$ cat src/rtl/quantum_scheduler.sv
// Preemption and scheduling unit: counts user-mode cycles against per-process quanta, saves PCs,
// tracks blocked/finished slots and picks the next runnable process round-robin.
module quantum_scheduler #(
   parameter int unsigned PC_WIDTH        = 32,
   parameter int unsigned Q_WIDTH         = 16,
   parameter int unsigned NUM_PROCS       = 4,
   parameter int unsigned ID_WIDTH        = 2,
   parameter int unsigned DEFAULT_QUANTUM = 5,
   parameter int unsigned OS_PC_LIMIT     = 300
) (
   input  logic                clock,
   input  logic                reset,
   input  logic [PC_WIDTH-1:0] pc,
   input  logic [ID_WIDTH-1:0] processoAtual,
   input  logic                InstrucaoIO,
   input  logic                fimProcesso,
   input  logic                io_done,
   input  logic [ID_WIDTH-1:0] io_done_proc,
   input  logic                cfg_we,
   input  logic [ID_WIDTH-1:0] cfg_proc,
   input  logic [Q_WIDTH-1:0]  cfg_quantum,
   input  logic                cfg_revive,
   input  logic [ID_WIDTH-1:0] rd_proc,
   output logic [PC_WIDTH-1:0] rd_pc,
   output logic                troca_contexto,
   output logic                intrucaoIOContexto,
   output logic [PC_WIDTH-1:0] pc_processo_trocado,
   output logic [ID_WIDTH-1:0] proc_trocado,
   output logic [ID_WIDTH-1:0] proximo_processo,
   output logic                proximo_valido
);

   localparam int Procs = int'(NUM_PROCS);
   localparam logic [PC_WIDTH-1:0] OsLimit    = PC_WIDTH'(OS_PC_LIMIT);
   localparam logic [Q_WIDTH-1:0]  DefQuantum = Q_WIDTH'(DEFAULT_QUANTUM);

   typedef enum logic [1:0] {StOs, StRun, StSwitch} state_e;

   state_e               state_q, state_d;
   logic [Q_WIDTH-1:0]   counter_q, counter_d;
   logic [Q_WIDTH-1:0]   quantum_q [NUM_PROCS];
   logic [Q_WIDTH-1:0]   quantum_d [NUM_PROCS];
   logic [PC_WIDTH-1:0]  saved_pc_q [NUM_PROCS];
   logic [PC_WIDTH-1:0]  saved_pc_d [NUM_PROCS];
   logic [NUM_PROCS-1:0] blocked_q, blocked_d, finished_q, finished_d;

   logic                 troca_q, troca_d;
   logic                 io_ctx_q, io_ctx_d;
   logic [PC_WIDTH-1:0]  pc_trocado_q, pc_trocado_d;
   logic [ID_WIDTH-1:0]  proc_trocado_q, proc_trocado_d;
   logic [ID_WIDTH-1:0]  proximo_q, proximo_d;
   logic                 valido_q, valido_d;

   logic                 in_run;
   logic                 take_event;
   logic [PC_WIDTH-1:0]  pc_next;
   logic [ID_WIDTH-1:0]  cand;
   logic [ID_WIDTH-1:0]  pick_id;
   logic                 pick_valid;

   assign in_run  = (state_q != StSwitch) && (pc > OsLimit);
   assign pc_next = pc + 1'b1;

   always_comb begin
      state_d        = state_q;
      counter_d      = counter_q;
      quantum_d      = quantum_q;
      saved_pc_d     = saved_pc_q;
      blocked_d      = blocked_q;
      finished_d     = finished_q;
      troca_d        = 1'b0;
      io_ctx_d       = 1'b0;
      pc_trocado_d   = pc_trocado_q;
      proc_trocado_d = proc_trocado_q;
      proximo_d      = proximo_q;
      valido_d       = valido_q;
      take_event     = 1'b0;
      cand           = '0;
      pick_id        = '0;
      pick_valid     = 1'b0;

      // Wake and config first so a same-edge I/O block still wins.
      if (io_done) blocked_d[io_done_proc] = 1'b0;
      if (cfg_we) begin
         quantum_d[cfg_proc] = cfg_quantum;
         if (cfg_revive) begin
            blocked_d[cfg_proc]  = 1'b0;
            finished_d[cfg_proc] = 1'b0;
         end
      end

      if (in_run) begin
         if (fimProcesso) begin
            finished_d[processoAtual] = 1'b1;
            counter_d      = '0;
            troca_d        = 1'b1;
            proc_trocado_d = processoAtual;
            take_event     = 1'b1;
         end else if (counter_q >= quantum_q[processoAtual]) begin
            saved_pc_d[processoAtual] = pc_next;
            pc_trocado_d   = pc_next;
            counter_d      = '0;
            troca_d        = 1'b1;
            proc_trocado_d = processoAtual;
            take_event     = 1'b1;
         end else if (InstrucaoIO) begin
            saved_pc_d[processoAtual] = pc_next;
            blocked_d[processoAtual]  = 1'b1;
            pc_trocado_d   = pc_next;
            counter_d      = '0;
            io_ctx_d       = 1'b1;
            proc_trocado_d = processoAtual;
            take_event     = 1'b1;
         end else if (counter_q != '1) begin
            counter_d = counter_q + 1'b1;
         end
      end

      // Scan from the farthest offset down so the nearest runnable id wins.
      for (int k = Procs; k > 0; k--) begin
         cand = processoAtual + ID_WIDTH'(k);
         if (!blocked_d[cand] && !finished_d[cand]) begin
            pick_id    = cand;
            pick_valid = 1'b1;
         end
      end

      if (take_event) begin
         proximo_d = pick_id;
         valido_d  = pick_valid;
         state_d   = StSwitch;
      end else begin
         state_d = (pc > OsLimit) ? StRun : StOs;
      end
   end

   always_ff @(negedge clock or negedge reset) begin
      if (!reset) begin
         state_q        <= StOs;
         counter_q      <= '0;
         blocked_q      <= '0;
         finished_q     <= '0;
         for (int i = 0; i < Procs; i++) begin
            quantum_q[i]  <= DefQuantum;
            saved_pc_q[i] <= '0;
         end
         troca_q        <= 1'b0;
         io_ctx_q       <= 1'b0;
         pc_trocado_q   <= '0;
         proc_trocado_q <= '0;
         proximo_q      <= '0;
         valido_q       <= 1'b0;
      end else begin
         state_q        <= state_d;
         counter_q      <= counter_d;
         blocked_q      <= blocked_d;
         finished_q     <= finished_d;
         quantum_q      <= quantum_d;
         saved_pc_q     <= saved_pc_d;
         troca_q        <= troca_d;
         io_ctx_q       <= io_ctx_d;
         pc_trocado_q   <= pc_trocado_d;
         proc_trocado_q <= proc_trocado_d;
         proximo_q      <= proximo_d;
         valido_q       <= valido_d;
      end
   end

   assign rd_pc               = saved_pc_q[rd_proc];
   assign troca_contexto      = troca_q;
   assign intrucaoIOContexto  = io_ctx_q;
   assign pc_processo_trocado = pc_trocado_q;
   assign proc_trocado        = proc_trocado_q;
   assign proximo_processo    = proximo_q;
   assign proximo_valido      = valido_q;

endmodule

$ cat config.mk
export PLATFORM = sky130hd
export DESIGN_NAME = quantum_scheduler
export DESIGN_NICKNAME = d
export VERILOG_FILES = /design/src/rtl/quantum_scheduler.sv
export SDC_FILE = /design/constraint.sdc
export NUM_CORES = 1
export LEC_CHECK = 0
export ABC_AREA = 1
export CORE_UTILIZATION = 63
export CTS_BUF_LIST = sky130_fd_sc_hd__clkbuf_8
export DETAILED_ROUTE_END_ITERATION = 16
export GPL_ROUTABILITY_DRIVEN = 0
export PLACE_DENSITY_LB_ADDON = 0.08
export SLEW_MARGIN = 20
export SYNTH_ARGS = -nofsm -noshare
export SYNTH_HDL_FRONTEND = slang
export SYNTH_SLANG_ARGS = --single-unit
$ cat constraint.sdc
create_clock -name clock -period 6.98 [get_ports clock]
set_input_delay 1.396 -clock clock [delete_from_list [all_inputs] [get_ports clock]]
set_output_delay 1.396 -clock clock [all_outputs]
set_load 0.02 [all_outputs]
== After elaboration in Yosys (flattened, before gate mapping) ==
Cells that the tools add are included.
Storage, ports and cells
  bits in registers: 257
  bits of input ports: 63
  logic and storage cells: 152
Cells by class
  $add $sub $neg: 5
  $lt $le $gt $ge: 16
  eq/ne operators: 2
  muxes and demuxes: 76
  bitwise gates (word level): 11
  reduce and logical (&&, ||, !) cells: 24
Operator list (count)
  $mux 128: 2
  $mux 32: 5
  $bwmux 128: 1
  $mux 16: 7
  $bmux 32 s2: 1
  $bwmux 64: 1
  $demux 32 s2: 1
  $mux 4: 11
  $add 32x1->32 const B: 1
  $bmux 16 s2: 1
  $demux 16 s2: 1
  $gt 32x9->1 const B: 1
  $mux 1: 26
  $lt 2x3->1 const B: 6
  $add 16x1->16 const B: 1
  $bmux 1 s2: 8
  $ge 16x16->1: 1
  $mux 2: 8
  $ne 16x16->1 const B: 1
  $and 4x4->4: 3
  $logic_and 1x1->1: 10
  $ge 3x3->1 const B: 3
  $not 2->3: 3
  $logic_not 1->1: 8
  other kinds (14): 23

== Logic depth before layout (Yosys ltp) ==
  depth in word-level cells: 23
  depth in mapped cells: 28
  gate-level depth less buffers: 25

==> flow_summary.html <==
<table>
<tr><th>Metric</th><th>Value</th></tr>
<tr><th colspan="2">Outcome</th></tr>
<tr><td>Run status</td><td>finished with violations</td></tr>
<tr><td>Violated checks</td><td>setup timing</td></tr>
<tr><th colspan="2">Global routing</th></tr>
<tr><td>Overall Global Routing Usage</td><td>0.356</td></tr>
<tr><td>Overflow left after global routing</td><td>0</td></tr>
<tr><td>Wire length of the first global-routing pass</td><td>56600 µm</td></tr>
<tr><td>Vias in the first global route</td><td>11700</td></tr>
<tr><td>Number of antenna violations at the first check in global routing</td><td>0</td></tr>
<tr><td>Largest net degree at the start of global routing</td><td>79</td></tr>
<tr><th colspan="2">Synthesis</th></tr>
<tr><td>Netlist Area Pre-Place</td><td>12400 µm²</td></tr>
<tr><td>Share of the yosys chip area belonging to registers</td><td>0.518</td></tr>
<tr><td>Warnings from Yosys</td><td>0</td></tr>
<tr><td>Cell type contributing the most total cell area after synthesis</td><td>sky130_fd_sc_hd__dfrtn_1</td></tr>
<tr><td>Gate count of the mapped netlist</td><td>1532</td></tr>
<tr><td>Leading post-synthesis cells by cell area</td><td>sky130_fd_sc_hd__dfrtn_1, sky130_fd_sc_hd__nand2_1, sky130_fd_sc_hd__o21ai_0</td></tr>
<tr><td>Post-synth EDFFs</td><td>0</td></tr>
<tr><td>Share of flip-flops with an asynchronous set or reset after synthesis</td><td>1.00</td></tr>
<tr><td>Proportion of netlist area held by the largest area contributor</td><td>0.501</td></tr>
<tr><td>Per-instance average area after synthesis</td><td>8.12 µm²</td></tr>
<tr><td>Netlist cell types</td><td>41</td></tr>
<tr><td>Register bit total from synthesis</td><td>257</td></tr>
<tr><td>Most used flip-flop cell after synthesis</td><td>sky130_fd_sc_hd__dfrtn_1</td></tr>
<tr><td>Leading cell types by count after synthesis</td><td>sky130_fd_sc_hd__nand2_1, sky130_fd_sc_hd__dfrtn_1, sky130_fd_sc_hd__o21ai_0</td></tr>
<tr><td>Most instantiated library cell after synthesis</td><td>sky130_fd_sc_hd__nand2_1</td></tr>
<tr><td>Number of nets produced by synthesis</td><td>1618</td></tr>
<tr><th colspan="2">Cells and area</th></tr>
<tr><td>NumNets Final</td><td>1874</td></tr>
<tr><td>Number of antenna diodes</td><td>0</td></tr>
<tr><td>Layout-stage area growth over the synthesis result</td><td>33.4%</td></tr>
<tr><td>Share of cells above drive strength 1</td><td>0.188</td></tr>
<tr><th colspan="2">Clock network</th></tr>
<tr><td>Clock network latency to the later pin of the worst-skew pair</td><td>0.62 ns</td></tr>
<tr><td>Clock sink count</td><td>257</td></tr>
<tr><td>Max Buffers Root-to-Sink</td><td>3</td></tr>
<tr><td>Number of buffers inserted during clock tree synthesis</td><td>44</td></tr>
<tr><td>Root cell of the clock tree</td><td>sky130_fd_sc_hd__clkbuf_8</td></tr>
<tr><td>Hold buffer count at CTS</td><td>0</td></tr>
<tr><td>Number of levels in the clock H-tree</td><td>2</td></tr>
<tr><td>Clock edge transition at the registers on the reported setup and hold paths</td><td>0.04 ns</td></tr>
<tr><td>Clock tree from TritonCTS</td><td>yes</td></tr>
<tr><th colspan="2">Worst setup path</th></tr>
<tr><td>Crit. End Element</td><td>flop</td></tr>
<tr><td>CP Data Required Time</td><td>3.87 ns</td></tr>
<tr><td>Element type at the critical path start</td><td>input port</td></tr>
<tr><td>Critical Path AT</td><td>4.12 ns</td></tr>
<tr><td>Worst setup path category</td><td>in -&gt; reg</td></tr>
<tr><td>Largest fanout on the critical path</td><td>8</td></tr>
<tr><th colspan="2">Pwr</th></tr>
<tr><td>Reported leakage power</td><td>8.12 nW</td></tr>
<tr><td>Power density over cell area</td><td>285 nW/µm²</td></tr>
<tr><td>Largest vdd supply drop</td><td>0.000190 V</td></tr>
<tr><th colspan="2">STA</th></tr>
<tr><td>Total of endpoints with negative setup slack in the final report</td><td>176</td></tr>
<tr><td>Worst Tran Pin Value</td><td>1.14 ns</td></tr>
<tr><td>Relative slew margins</td><td>0.236</td></tr>
<tr><td>Post-Route Hold Slack</td><td>0.424 ns</td></tr>
<tr><td>Worst Setup Slack, final</td><td>-0.243 ns</td></tr>
<tr><td>Final hold vios</td><td>0</td></tr>
<tr><td>Total count of max-transition violations in the final report</td><td>0</td></tr>
<tr><td>Setup skew after layout</td><td>0.0998 ns</td></tr>
<tr><td>Setup repair after global routing missed its margin</td><td>yes</td></tr>
<tr><th colspan="2">Detailed routing</th></tr>
<tr><td>Violation count after the first detailed-route iteration</td><td>1292</td></tr>
<tr><td>1st-pass router iterations</td><td>9</td></tr>
<tr><td>Post-DRT Antenna Nets</td><td>0</td></tr>
<tr><td>Wirelength, routed</td><td>38300 µm</td></tr>
<tr><td>Vias per Instance</td><td>5.90</td></tr>
<tr><td>Routed wire length per instance</td><td>18.4 µm</td></tr>
<tr><td>Detailed-route DRC error count</td><td>0</td></tr>
<tr><td>Total number of vias</td><td>12300</td></tr>
<tr><th colspan="2">Placement</th></tr>
<tr><td>Count of buffers inserted at the top-level ports</td><td>133</td></tr>
<tr><td>Placed wire-length estimate</td><td>23400 µm</td></tr>
<tr><td>Worst slack, placed</td><td>-1.04 ns</td></tr>
<tr><th colspan="2">Floorplan</th></tr>
<tr><td>Effective utilization at floorplan</td><td>0.642</td></tr>
<tr><td>Std cell rows</td><td>51</td></tr>
<tr><td>Die extent in x</td><td>143 µm</td></tr>
<tr><td>Placeable core region</td><td>19400 µm²</td></tr>
<tr><td>Floorplan die area</td><td>20300 µm²</td></tr>
<tr><td>Vertical die dimension</td><td>143 µm</td></tr>
<tr><td>I/O Pins</td><td>134</td></tr>
<tr><th colspan="2">Job</th></tr>
<tr><td>Maximum Capacitance Violations</td><td>0</td></tr>
<tr><th colspan="2">Hold path</th></tr>
<tr><td>Worst min path class</td><td>reg -&gt; reg</td></tr>
</table>
## logic make-up (layout without fill, tap and decap cells)
group	after synthesis	in the layout	synth area share
simple gates	692	692	0.229
compound gates	350	350	0.154
flops	257	257	0.518
buf+inv	181	470	0.0553
xor+xnor	29	29	0.0210
fa+ha+maj	23	23	0.0231
## repair_timing
action                     4_1_cts  5_1_grt
buffers inserted                 2       10
pin swaps                        6       26
setup endpoints to repair      183      159
gates resized for setup         35       72
cloned                           3        2
## metal layers
layer / track usage / vias up / share of wire / wire length (µm)
met3: 0.0633 / 196 / 0.083 / 3190
met1: 0.434 / 5820 / 0.37 / 14300
met5: 0 / - / 0 / 0
li1: - / 5537 / - / -
met4: 0.186 / 0 / 0.054 / 2070
met2: 0.605 / 757 / 0.49 / 18800
## sequential cells by signal (all words and copies together) (netlist names)
signal               cells
blocked_q                4
counter_q               16
finished_q               4
intrucaoIOContexto       1
pc_processo_trocado     32
proc_trocado             2
proximo_processo         2
proximo_valido           1
quantum_q               64
saved_pc_q             128
state_q                  2
troca_contexto           1
## stage by stage
stage / utilization / cells / power (mW) / TNS (ns) / instance area, µm²
6_report: 0.856 / 2086 / 4.73 / -17.27 / 16600
5_1_grt: 0.856 / 2086 / 4.95 / -55.28 / 16600
4_1_cts: 0.834 / 2074 / 4.65 / -0.00593 / 16200
3_5_place_dp: 0.777 / 1983 / 3.24 / -143.25 / 15100
3_3_place_gp: 0.777 / 1983 / 3.19 / -126.10 / 15100
2_1_floorplan: - / 1532 / 2.73 / -30.37 / 12900
## worst max-delay path: stages
cell and delay, ns:
sky130_fd_sc_hd__buf_12 0.11, sky130_fd_sc_hd__buf_12 0.13, sky130_fd_sc_hd__buf_12 0.11, sky130_fd_sc_hd__nand2_1 0.07, sky130_fd_sc_hd__a32o_1 0.30, sky130_fd_sc_hd__ha_1 0.30
sky130_fd_sc_hd__a21oi_4 0.25, sky130_fd_sc_hd__o21ai_2 0.08, sky130_fd_sc_hd__a21oi_1 0.14, sky130_fd_sc_hd__buf_4 0.15, sky130_fd_sc_hd__nand2_4 0.07, sky130_fd_sc_hd__nor2_4 0.19
sky130_fd_sc_hd__nand3_2 0.14, sky130_fd_sc_hd__nand2_2 0.12, sky130_fd_sc_hd__nand2_2 0.06, sky130_fd_sc_hd__nand3_2 0.09, sky130_fd_sc_hd__nand2_1 0.06, sky130_fd_sc_hd__nand2_1 0.07
sky130_fd_sc_hd__nand2_1 0.06, sky130_fd_sc_hd__nand2_1 0.06, sky130_fd_sc_hd__nand2_1 0.04, sky130_fd_sc_hd__nand2_1 0.06, sky130_fd_sc_hd__nand2_1 0.04
## area by class of cell
| cell class | instances | area [µm²] |
|---|---|---|
| fill | 1155 | 2790 |
| clock inverter | 32 | 175 |
| inverter | 106 | 439 |
| sequential | 257 | 6440 |
| clock buffer | 55 | 757 |
| multi-input combinational | 1094 | 5740 |
| tap | 265 | 332 |
| timing repair buffer | 276 | 2700 |
| timing repair inverter | 1 | 16.3 |
## report_power, final
group	switching, mW	internal, mW
clock	0.636	0.770
combinational	0.686	0.553
sequential	0.205	1.88
## cell usage in the layout, fill, tap and decap left out, types with 3 or more instances in the layout
| master | netlist | layout |
|---|---|---|
| sky130_fd_sc_hd__a32o_1 | 15 | 8 |
| sky130_fd_sc_hd__nand3_4 | 2 | 4 |
| sky130_fd_sc_hd__o22ai_1 | 33 | 32 |
| sky130_fd_sc_hd__nand2_8 | 0 | 3 |
| sky130_fd_sc_hd__ha_4 | 0 | 8 |
| sky130_fd_sc_hd__xor2_1 | 23 | 23 |
| sky130_fd_sc_hd__nor3_2 | 2 | 5 |
| sky130_fd_sc_hd__clkinvlp_2 | 0 | 4 |
| sky130_fd_sc_hd__dfrtn_1 | 249 | 249 |
| sky130_fd_sc_hd__dfstp_2 | 8 | 8 |
| sky130_fd_sc_hd__a21oi_2 | 0 | 5 |
| sky130_fd_sc_hd__a32o_2 | 0 | 7 |
| sky130_fd_sc_hd__xnor2_1 | 5 | 5 |
| sky130_fd_sc_hd__nand4_1 | 10 | 10 |
| sky130_fd_sc_hd__nand3_1 | 29 | 19 |
| sky130_fd_sc_hd__nand2_2 | 9 | 24 |
| sky130_fd_sc_hd__o21ai_0 | 216 | 159 |
| sky130_fd_sc_hd__clkinv_1 | 3 | 4 |
| sky130_fd_sc_hd__nand3_2 | 2 | 10 |
| sky130_fd_sc_hd__buf_12 | 0 | 16 |
| sky130_fd_sc_hd__inv_2 | 9 | 12 |
| sky130_fd_sc_hd__nor3_1 | 11 | 8 |
| sky130_fd_sc_hd__a21oi_1 | 42 | 36 |
| sky130_fd_sc_hd__nor2_2 | 2 | 4 |
| sky130_fd_sc_hd__nor2_4 | 5 | 7 |
| sky130_fd_sc_hd__o21ai_1 | 31 | 81 |
| sky130_fd_sc_hd__nand2_1 | 497 | 472 |
| sky130_fd_sc_hd__inv_1 | 95 | 108 |
| sky130_fd_sc_hd__nand2_4 | 1 | 8 |
| sky130_fd_sc_hd__o21ai_2 | 5 | 12 |
| sky130_fd_sc_hd__buf_6 | 0 | 4 |
| sky130_fd_sc_hd__ha_1 | 23 | 15 |
| sky130_fd_sc_hd__buf_4 | 0 | 120 |
| sky130_fd_sc_hd__clkdlybuf4s50_1 | 0 | 127 |
| sky130_fd_sc_hd__nor2_1 | 114 | 110 |
| sky130_fd_sc_hd__clkbuf_8 | 0 | 55 |
## worst paths after layout
path | from | endpoint | slack (ns) | cells past startpoint
hold / removal | saved_pc_q[68]$_DFFE_NN0P_ | saved_pc_q[68]$_DFFE_NN0P_ | 0.42 | 2
setup reg to reg | quantum_q[44]$_DFFE_NN0P_ | proximo_processo[0]$_DFFE_NN0P_ | 4.04 | 20
hold reg to reg | saved_pc_q[68]$_DFFE_NN0P_ | saved_pc_q[68]$_DFFE_NN0P_ | 0.42 | 2
setup / recovery | processoAtual[0] | proximo_processo[0]$_DFFE_NN0P_ | -0.24 | 23
min in group asynchronous | reset | saved_pc_q[25]$_DFFE_NN0P_ | 4.24 | 1
max in group asynchronous | reset | quantum_q[18]$_DFFE_NN1P_ | 1.96 | 2
Power figures use the tool's default switching activity.
